### config.mk
export PLATFORM = sky130hd
export DESIGN_NAME = if_fetch_queue
export DESIGN_NICKNAME = d
export VERILOG_FILES = /design/src/rtl/if_fetch_queue.sv
export SDC_FILE = /design/constraint.sdc
export NUM_CORES = 1
export LEC_CHECK = 0
export ABC_AREA = 1
export ABC_CLOCK_PERIOD_IN_PS = 2100
export BUFFER_PORTS_ARGS = -buffer_cell sky130_fd_sc_hd__buf_2
export CORE_MARGIN = 2
export CORE_UTILIZATION = 47
export CTS_BUF_LIST = sky130_fd_sc_hd__clkbuf_8
export CTS_CLUSTER_DIAMETER = 200
export DETAILED_ROUTE_END_ITERATION = 7
export PLACE_DENSITY = 0.7
export SETUP_SLACK_MARGIN = 0.05
export SKIP_LAST_GASP = 1
export SYNTH_ARGS = -nofsm -noshare
export SYNTH_HDL_FRONTEND = slang
export SYNTH_SLANG_ARGS = --single-unit
### constraint.sdc
create_clock -name clk -period 2.1 [get_ports clk]
set_input_delay 0.105 -clock clk [delete_from_list [all_inputs] [get_ports clk]]
set_output_delay 0.105 -clock clk [all_outputs]
set_load 0.01 [all_outputs]
### src/rtl/if_fetch_queue.sv
// ---------------------------------------------------------------------------
// if_fetch_queue
//
// Instruction fetch front-end. It issues one instruction-memory request at a
// time and queues returned words with their PC in a 2-entry FIFO that feeds
// the decode stage.
//
// Ports
//   clk                clock, all state on the rising edge
//   rst                asynchronous active-low reset
//   pc_i / ce_i        fetch address and its valid from the PC stage
//   flush_i            branch redirect: drops queued and in-flight words
//   inst_req_o         memory request strobe (IDLE only)
//   inst_addr_o        memory address, pc_i while requesting else 0
//   inst_gnt_i         memory accepts the request this cycle
//   inst_rvalid_i      read data valid (meaningful in WAIT_DATA only)
//   inst_rdata_i       read instruction word
//   id_valid_o         FIFO head holds a valid instruction
//   id_pc_o            PC of the FIFO head (0 when empty)
//   id_inst_o          instruction word of the FIFO head (0 when empty)
//   id_ready_i         decode consumes the head this cycle
//   fetch_stall_req_o  asks the stall controller to hold the PC
// ---------------------------------------------------------------------------
module if_fetch_queue (
  input  logic        clk,
  input  logic        rst,
  input  logic [31:0] pc_i,
  input  logic        ce_i,
  input  logic        flush_i,
  output logic        inst_req_o,
  output logic [31:0] inst_addr_o,
  input  logic        inst_gnt_i,
  input  logic        inst_rvalid_i,
  input  logic [31:0] inst_rdata_i,
  output logic        id_valid_o,
  output logic [31:0] id_pc_o,
  output logic [31:0] id_inst_o,
  input  logic        id_ready_i,
  output logic        fetch_stall_req_o
);

  localparam logic [0:0] ST_IDLE      = 1'b0;
  localparam logic [0:0] ST_WAIT_DATA = 1'b1;

  // FSM and outstanding-request bookkeeping
  logic [0:0]  r_state;
  logic [0:0]  w_state_next;
  logic [31:0] r_req_pc;
  logic        r_drop;
  logic        w_drop_next;

  // FIFO storage and pointers
  logic [31:0] r_fifo_pc   [2];
  logic [31:0] r_fifo_inst [2];
  logic        r_wr_ptr;
  logic        r_rd_ptr;
  logic [1:0]  r_count;
  logic [1:0]  w_count_next;

  // Handshake decode
  logic w_in_idle;
  logic w_in_wait;
  logic w_req;
  logic w_fire;
  logic w_resp;
  logic w_push;
  logic w_pop;

  assign w_in_idle = (r_state == ST_IDLE);
  assign w_in_wait = (r_state == ST_WAIT_DATA);

  // Only request when there is guaranteed room for the response; a pending
  // request is the only thing that can raise the count, so count<2 suffices.
  assign w_req  = w_in_idle & ce_i & (r_count != 2'd2) & ~flush_i;
  assign w_fire = w_req & inst_gnt_i;
  assign w_resp = w_in_wait & inst_rvalid_i;

  // A response is discarded if a flush was seen while it was in flight or
  // arrives together with one.
  assign w_push = w_resp & ~r_drop & ~flush_i;
  assign w_pop  = id_valid_o & id_ready_i;

  assign inst_req_o        = w_req;
  assign inst_addr_o       = w_req ? pc_i : 32'd0;
  assign fetch_stall_req_o = ce_i & ~w_fire;

  // Head is driven straight from registers: no same-cycle bypass of rdata.
  assign id_valid_o = (r_count != 2'd0);
  assign id_pc_o    = id_valid_o ? r_fifo_pc[r_rd_ptr]   : 32'd0;
  assign id_inst_o  = id_valid_o ? r_fifo_inst[r_rd_ptr] : 32'd0;

  // Next-state for the FSM and drop flag
  always_comb begin
    w_state_next = r_state;
    w_drop_next  = r_drop;
    unique case (r_state)
      ST_IDLE: begin
        if (w_fire) begin
          w_state_next = ST_WAIT_DATA;
        end
      end
      ST_WAIT_DATA: begin
        if (inst_rvalid_i) begin
          w_state_next = ST_IDLE;
          w_drop_next  = 1'b0;
        end else if (flush_i) begin
          w_drop_next = 1'b1;
        end
      end
      default: begin
        w_state_next = ST_IDLE;
        w_drop_next  = 1'b0;
      end
    endcase
  end

  // Occupancy next-state; flush overrides any push or pop
  always_comb begin
    w_count_next = r_count;
    if (flush_i) begin
      w_count_next = 2'd0;
    end else begin
      unique case ({w_push, w_pop})
        2'b10:   w_count_next = r_count + 2'd1;
        2'b01:   w_count_next = r_count - 2'd1;
        default: w_count_next = r_count;
      endcase
    end
  end

  always_ff @(posedge clk or negedge rst) begin
    if (!rst) begin
      r_state  <= ST_IDLE;
      r_drop   <= 1'b0;
      r_req_pc <= 32'd0;
    end else begin
      r_state <= w_state_next;
      r_drop  <= w_drop_next;
      if (w_fire) begin
        r_req_pc <= pc_i;
      end
    end
  end

  always_ff @(posedge clk or negedge rst) begin
    if (!rst) begin
      r_count  <= 2'd0;
      r_wr_ptr <= 1'b0;
      r_rd_ptr <= 1'b0;
    end else begin
      r_count <= w_count_next;
      if (flush_i) begin
        r_wr_ptr <= 1'b0;
        r_rd_ptr <= 1'b0;
      end else begin
        if (w_push) begin
          r_wr_ptr <= ~r_wr_ptr;
        end
        if (w_pop) begin
          r_rd_ptr <= ~r_rd_ptr;
        end
      end
    end
  end

  always_ff @(posedge clk or negedge rst) begin
    if (!rst) begin
      r_fifo_pc[0]   <= 32'd0;
      r_fifo_pc[1]   <= 32'd0;
      r_fifo_inst[0] <= 32'd0;
      r_fifo_inst[1] <= 32'd0;
    end else if (w_push) begin
      r_fifo_pc[r_wr_ptr]   <= r_req_pc;
      r_fifo_inst[r_wr_ptr] <= inst_rdata_i;
    end
  end

endmodule
==> impl_metrics.json, run 1 <==
{
  "status": "completed",
  "cts.sinks": 166,
  "portBuffers": 169,
  "critical_path_class": "reg2reg",
  "layout.nets": 1198,
  "synth_area_leaders": "dfrtp_1 (56%), nand2_1 (15%), o21ai_0 (7.1%)",
  "finalWorstSetupSlack_ns": 0.2226,
  "avgRoutedWirePerCell_microns": 13.11,
  "vias": 6463,
  "clock_latency_ns": 0.44,
  "fmax_mhz": 532.7,
  "core-area_sq_um": 15260,
  "ioPinCount": 170,
  "fin_crit_sh": 0.8940,
  "synthSimpleGateAreaFrac": 0.1837,
  "detail-route-antenna-nets": 0,
  "syn_area_per_cell_sq_um": 8.064,
  "p_leak_nw": 4.972,
  "numCtsBuffers": 17,
  "design_area_sq_um": 9507,
  "cts_tree": "yes",
  "p_total_mw": 8.151,
  "insertedDiodeCount": 0,
  "synthToLayoutAreaGrowth_pct": 29.26,
  "drc": 0,
  "grt-ovfl-total": 0,
  "die_h_microns": 129.1,
  "die_w_microns": 129.1,
  "synth-main-ff-cell": "dfrtp_1",
  "yosys-top-cells-count": "nand2_1 (303), dfrtp_1 (166), inv_1 (106)",
  "cts_resized": 0,
  "synth_mux_area_frac": 0,
  "grt_pass1_vias": 6280,
  "synth-seq-area-share": 0.5648,
  "synth_top_area_frac": 0.5648,
  "dr.pass1.iters": 7,
  "worstMarginPinSlew_ns": 0.5793,
  "htree_levels": 4,
  "synth-compound-area-share": 0.1563,
  "path_max_fanout": 34,
  "synth-edff-count": 0,
  "synth_fa_ha_area_frac": 0,
  "antenna_found_initial": 1,
  "grt_max_degree": 62,
  "avgViaCountPerCell": 4.787,
  "maxCapViolCount": 0,
  "synth_top_family_by_area": "simple AND/OR/NAND/NOR gates",
  "start_util": 0.4820,
  "wl_mm": 17.71,
  "cp.required_ns": 2.42,
  "placed_cell_area_sq_um": 8442,
  "rows": 45,
  "layoutNonFillerInstCount": 1350,
  "slew_headroom": 0.6138,
  "dp_cells": 1250,
  "ys_ff_latch": 166,
  "ys_types": 23,
  "dp_slack_ns": 0.5675,
  "ys_warn_count": 0,
  "setup_violations": 0,
  "drv_slew": 0,
  "start_kind": "flop",
  "synth_area_leader_cell": "dfrtp_1",
  "globalplace.congestion": 0.7665,
  "track_usage": 0.2258,
  "hold_viol": 0,
  "irDropWorstVdd_uv": 446.0,
  "clk_pin_slew_ns": 0.08,
  "fin_hold_ws_ns": 0.09979,
  "grt_pass1_wl_mm": 29.75,
  "drive_gt1_frac": 0.1984,
  "crit_arrival_ns": 2.20,
  "endpoint_kind": "flop",
  "synth.most_common_cell": "nand2_1",
  "yosys.area_share.xor_xnor": 0.001191,
  "dp_hpwl_mm": 10.95,
  "powerDensity_nw_per_um2": 857.4,
  "mappedNetlistNets": 983,
  "clockRootBuffer": "clkbuf_8",
  "period_needed_ns": 1.877,
  "tns_ns": 0,
  "hold_path.class": "in2reg",
  "first_iter_violations": 545,
  "syn_area_sq_um": 7355,
  "die_area_sq_um": 16660,
  "skew_ns": 0.006999,
  "utilization": 0.6230,
  "grt_setup_unrepaired": "false",
  "synth_async_sr_flop_share": 1.000,
  "syn_inst": 912,
  "cts_buffer_depth": 2
}
## report_power, final
part	total [mW]	internal [mW]	switching, mW	leakage (nW)
Sequential	4.35	3.97	0.379	2.17
Clock	2.17	1.09	1.08	0.199
Combinational	1.63	0.720	0.908	2.60
Total	8.15	5.78	2.37	4.97
## state kept, by name, summed over array words and instances (netlist names)
register / cells
r_fifo_pc: 64
r_req_pc: 32
r_state: 1
r_rd_ptr: 1
r_wr_ptr: 1
r_fifo_inst: 64
r_drop: 1
r_count: 2
## routing by layer
layer | GRT usage | wire (microns) | share of wire | vias to the layer above
met5 | 0 | 13 | 0.00073 | -
met4 | 0.08951 | 393 | 0.022 | 2
met3 | 0.04542 | 859 | 0.049 | 32
met2 | 0.3542 | 8081 | 0.46 | 189
met1 | 0.3119 | 8356 | 0.47 | 2968
li1 | - | - | - | 3272
## final cells by class
cell class	count	area [sq um]
multi-input cells	579	2537
well taps	211	264.0
clock buffers	19	261.5
repair buffers	255	1770
inverters	108	405.4
fillers	1365	5752
flip-flops and latches	166	4155
clock inverters	12	112.6
## worst max-delay path, stage by stage (launching register included)
cell and delay (ns):
dfrtp_1 0.45, inv_2 0.10, nand2_2 0.06, nand4_4 0.08, buf_4 0.37, o22ai_1 0.12
dlygate4sd3_1 0.58
## cells by family (layout without fill, tap and decap cells)
family,after synthesis,in the layout
simple gates,349,349
compound gates,229,229
buf+inv,167,394
flops,166,166
xor+xnor,1,1
## layout by cell type, fill, tap and decap left out, drive strengths merged
cell type / synthesis / final
o22ai: 1 / 1
inv: 108 / 110
clkinv: 0 / 6
buf: 36 / 186
a21oi: 65 / 65
bufinv: 0 / 2
dlygate4sd3: 0 / 69
xnor2: 1 / 1
dfrtp: 166 / 166
nand2: 304 / 304
clkinvlp: 0 / 2
nand4: 1 / 1
nand3: 5 / 5
o21bai: 1 / 1
o21ai: 162 / 162
clkbuf: 23 / 19
nor2: 39 / 39
## path summary, 6_finish.rpt
check / slack (ns) / to / start / cells past startpoint
max: 0.22 / r_state / r_count[0] / 6
min: 0.1 / r_req_pc[27] / ce_i / 5
max reg2reg: 0.22 / r_state / r_count[0] / 6
min reg2reg: 0.49 / r_fifo_pc[1] / r_fifo_pc[1] / 2
max in group asynchronous: 1.19 / r_fifo_inst[4] / rst / 3
min in group asynchronous: 0.22 / r_fifo_pc[33] / rst / 2
## repair_timing
item / in CTS / in global routing
setup buffers: 0 / 0
hold buffers: 69 / 0
hold endpoints to repair: 161 / 0
Power figures use the tool's default switching activity.
==> run 2: changes to the inputs <==
--- a/config.mk
+++ b/config.mk
@@ -8,12 +8,12 @@
 export ABC_AREA = 1
 export ABC_CLOCK_PERIOD_IN_PS = 2100
 export BUFFER_PORTS_ARGS = -buffer_cell sky130_fd_sc_hd__buf_2
-export CORE_MARGIN = 2
-export CORE_UTILIZATION = 47
-export CTS_BUF_LIST = sky130_fd_sc_hd__clkbuf_8
+export CORE_MARGIN = 10
+export CORE_UTILIZATION = 29
+export CTS_BUF_LIST = sky130_fd_sc_hd__clkbuf_2 sky130_fd_sc_hd__clkbuf_4 sky130_fd_sc_hd__clkbuf_8
 export CTS_CLUSTER_DIAMETER = 200
 export DETAILED_ROUTE_END_ITERATION = 7
-export PLACE_DENSITY = 0.7
+export PLACE_DENSITY = 0.47
 export SETUP_SLACK_MARGIN = 0.05
 export SKIP_LAST_GASP = 1
 export SYNTH_ARGS = -nofsm -noshare
==> run 2 against run 1 <==
Compared with the run above: design area grew 2.0%; first-iteration DRC count shrank 18%; highest routed layer is now met4; largest power group unchanged; non-clock buffer count grew 1; via count shrank 0.97%; routed wire length grew 19%; critical path type is now in2out; worst hold slack gained 0.037 ns.
==> impl_metrics.json, run 2 (synthesis gave the netlist of run 1 again) <==
{
  "status": "completed",
  "die_w_microns": 179.3,
  "endpoint_kind": "primary output",
  "globalplace.congestion": 0.7437,
  "utilization": 0.3874,
  "cp.required_ns": 2.00,
  "die_area_sq_um": 32130,
  "antenna_found_initial": 0,
  "p_seq_frac": 0.525,
  "fin_hold_ws_ns": 0.1367,
  "critical_path_class": "in2out",
  "clk_pin_slew_ns": 0.09,
  "cts_setup_buffers": 0,
  "fin_crit_sh": 0.9186,
  "avgViaCountPerCell": 4.351,
  "crit_arrival_ns": 1.82,
  "grt_pass1_vias": 6582,
  "synthToLayoutAreaGrowth_pct": 31.88,
  "p_sw_mw": 2.550,
  "vias": 6400,
  "powerDensity_nw_per_um2": 854.3,
  "avgRoutedWirePerCell_microns": 14.32,
  "setup_violations": 0,
  "core-area_sq_um": 25040,
  "ioPinCount": 170,
  "fmax_mhz": 518.4,
  "hold_path.class": "in2async",
  "p_clk_frac": 0.278,
  "period_needed_ns": 1.929,
  "start_util": 0.2938,
  "insertedDiodeCount": 0,
  "fillers": 2666,
  "first_iter_violations": 448,
  "portBuffers": 169,
  "netSwitchingFraction": 0.3078,
  "clockRootBuffer": "clkbuf_8",
  "drv_slew": 0,
  "p_leak_nw": 4.980,
  "clock_latency_ns": 0.45,
  "grt_pass1_wl_mm": 34.28,
  "cts.sinks": 166,
  "htree_levels": 4,
  "p_comb_frac": 0.197,
  "grt_max_degree": 77,
  "numCtsBuffers": 17,
  "path_max_fanout": 17,
  "start_kind": "primary input",
  "rows": 58,
  "wl_mm": 21.06,
  "slew_headroom": 0.7333,
  "drc": 0,
  "die_h_microns": 179.3,
  "irDropWorstVdd_uv": 328.3,
  "track_usage": 0.1339,
  "maxCapViolCount": 0,
  "layoutNonFillerInstCount": 1471,
  "reg.largest.list": "r_fifo_inst: 64 flops, r_fifo_pc: 64 flops, r_req_pc: 32 flops",
  "layout_common_cells": "nand2_1 (302), buf_2 (168), dfrtp_1 (164)",
  "cts_tree": "yes",
  "layout.nets": 1199,
  "drive_gt1_frac": 0.2025,
  "worstMarginPinSlew_ns": 0.4001,
  "cts_buffer_depth": 2,
  "grt-ovfl-total": 0,
  "hold_viol": 0,
  "p_int_mw": 5.735,
  "dr.pass1.iters": 5,
  "tns_ns": 0,
  "dp_hpwl_mm": 13.62,
  "grt_setup_unrepaired": "true",
  "final_common_cell": "nand2_1",
  "skew_ns": 0.01696,
  "dp_cells": 1370,
  "detail-route-antenna-nets": 0
}
==> run 2: cell type report <==
class	count	area, sq um	area share
multi-input combinational	579	2537	0.2616
tap	330	412.9	0.04257
clock inverter	12	118.9	0.01225
timing repair buffer	256	1798	0.1854
inverter	108	406.6	0.04192
clock buffer	20	269.0	0.02773
sequential	166	4156	0.4285
==> run 2: critical path, stage by stage <==
cell,delay [ns]
dlygate4sd3_1,0.57
buf_2,0.16
inv_2,0.16
nand4_4,0.24
nor2_4,0.20
buf_6,0.19
nor2_1,0.05
buf_2,0.13
==> run 2: per-stage QoR <==
step | total power, mW | worst slack, ns | cell area [sq um]
finish | 8.286 | 0.1709 | 9699
global route | 8.929 | 0.03450 | 9699
CTS | 8.429 | 0.05724 | 9691
detailed placement | 5.976 | 0.5573 | 8611
global placement | 5.951 | 0.5874 | 8611
floorplan | 5.408 | 0.8434 | 7355
==> run 2: per-layer routing <==
layer / global-route usage / wire length, microns / vias up
met5: 0 / 0 / -
met4: 0.03758 / 339 / 0
met3: 0.03728 / 1270 / 19
met2: 0.2168 / 9578 / 172
met1: 0.1712 / 9873 / 2932
li1: - / - / 3277
==> run 2: power by group through the flow <==
stage | sequential (mW) | combinational [mW] | clock [mW]
floorplan | 4.32 | 1.09 | 0
global placement | 4.42 | 1.53 | 0
detailed placement | 4.41 | 1.57 | 0
CTS | 4.35 | 1.67 | 2.41
global route | 4.45 | 1.93 | 2.54
finish | 4.35 | 1.63 | 2.30
==> run 2: worst paths after layout <==
path                                startpoint           endpoint  slack [ns]  depth (start not counted)
worst max-delay path                   flush_i  fetch_stall_req_o        0.17                          8
worst min register to register  r_fifo_inst[1]     r_fifo_inst[1]        0.49                          2
worst max register to register      r_count[0]            r_state        0.27                          6
max in group asynchronous                  rst      r_fifo_pc[12]        1.32                          3
min in group clk                    inst_gnt_i       r_req_pc[25]        0.23                          6
worst min-delay path                       rst        r_req_pc[5]        0.14                          2
==> run 2: what timing repair did <==
item | in CTS | in global routing
gates resized for setup | 1 | 3
hold endpoints to repair | 268 | 0
hold buffers | 69 | 0
endpoints found under the setup margin | 1 | 36
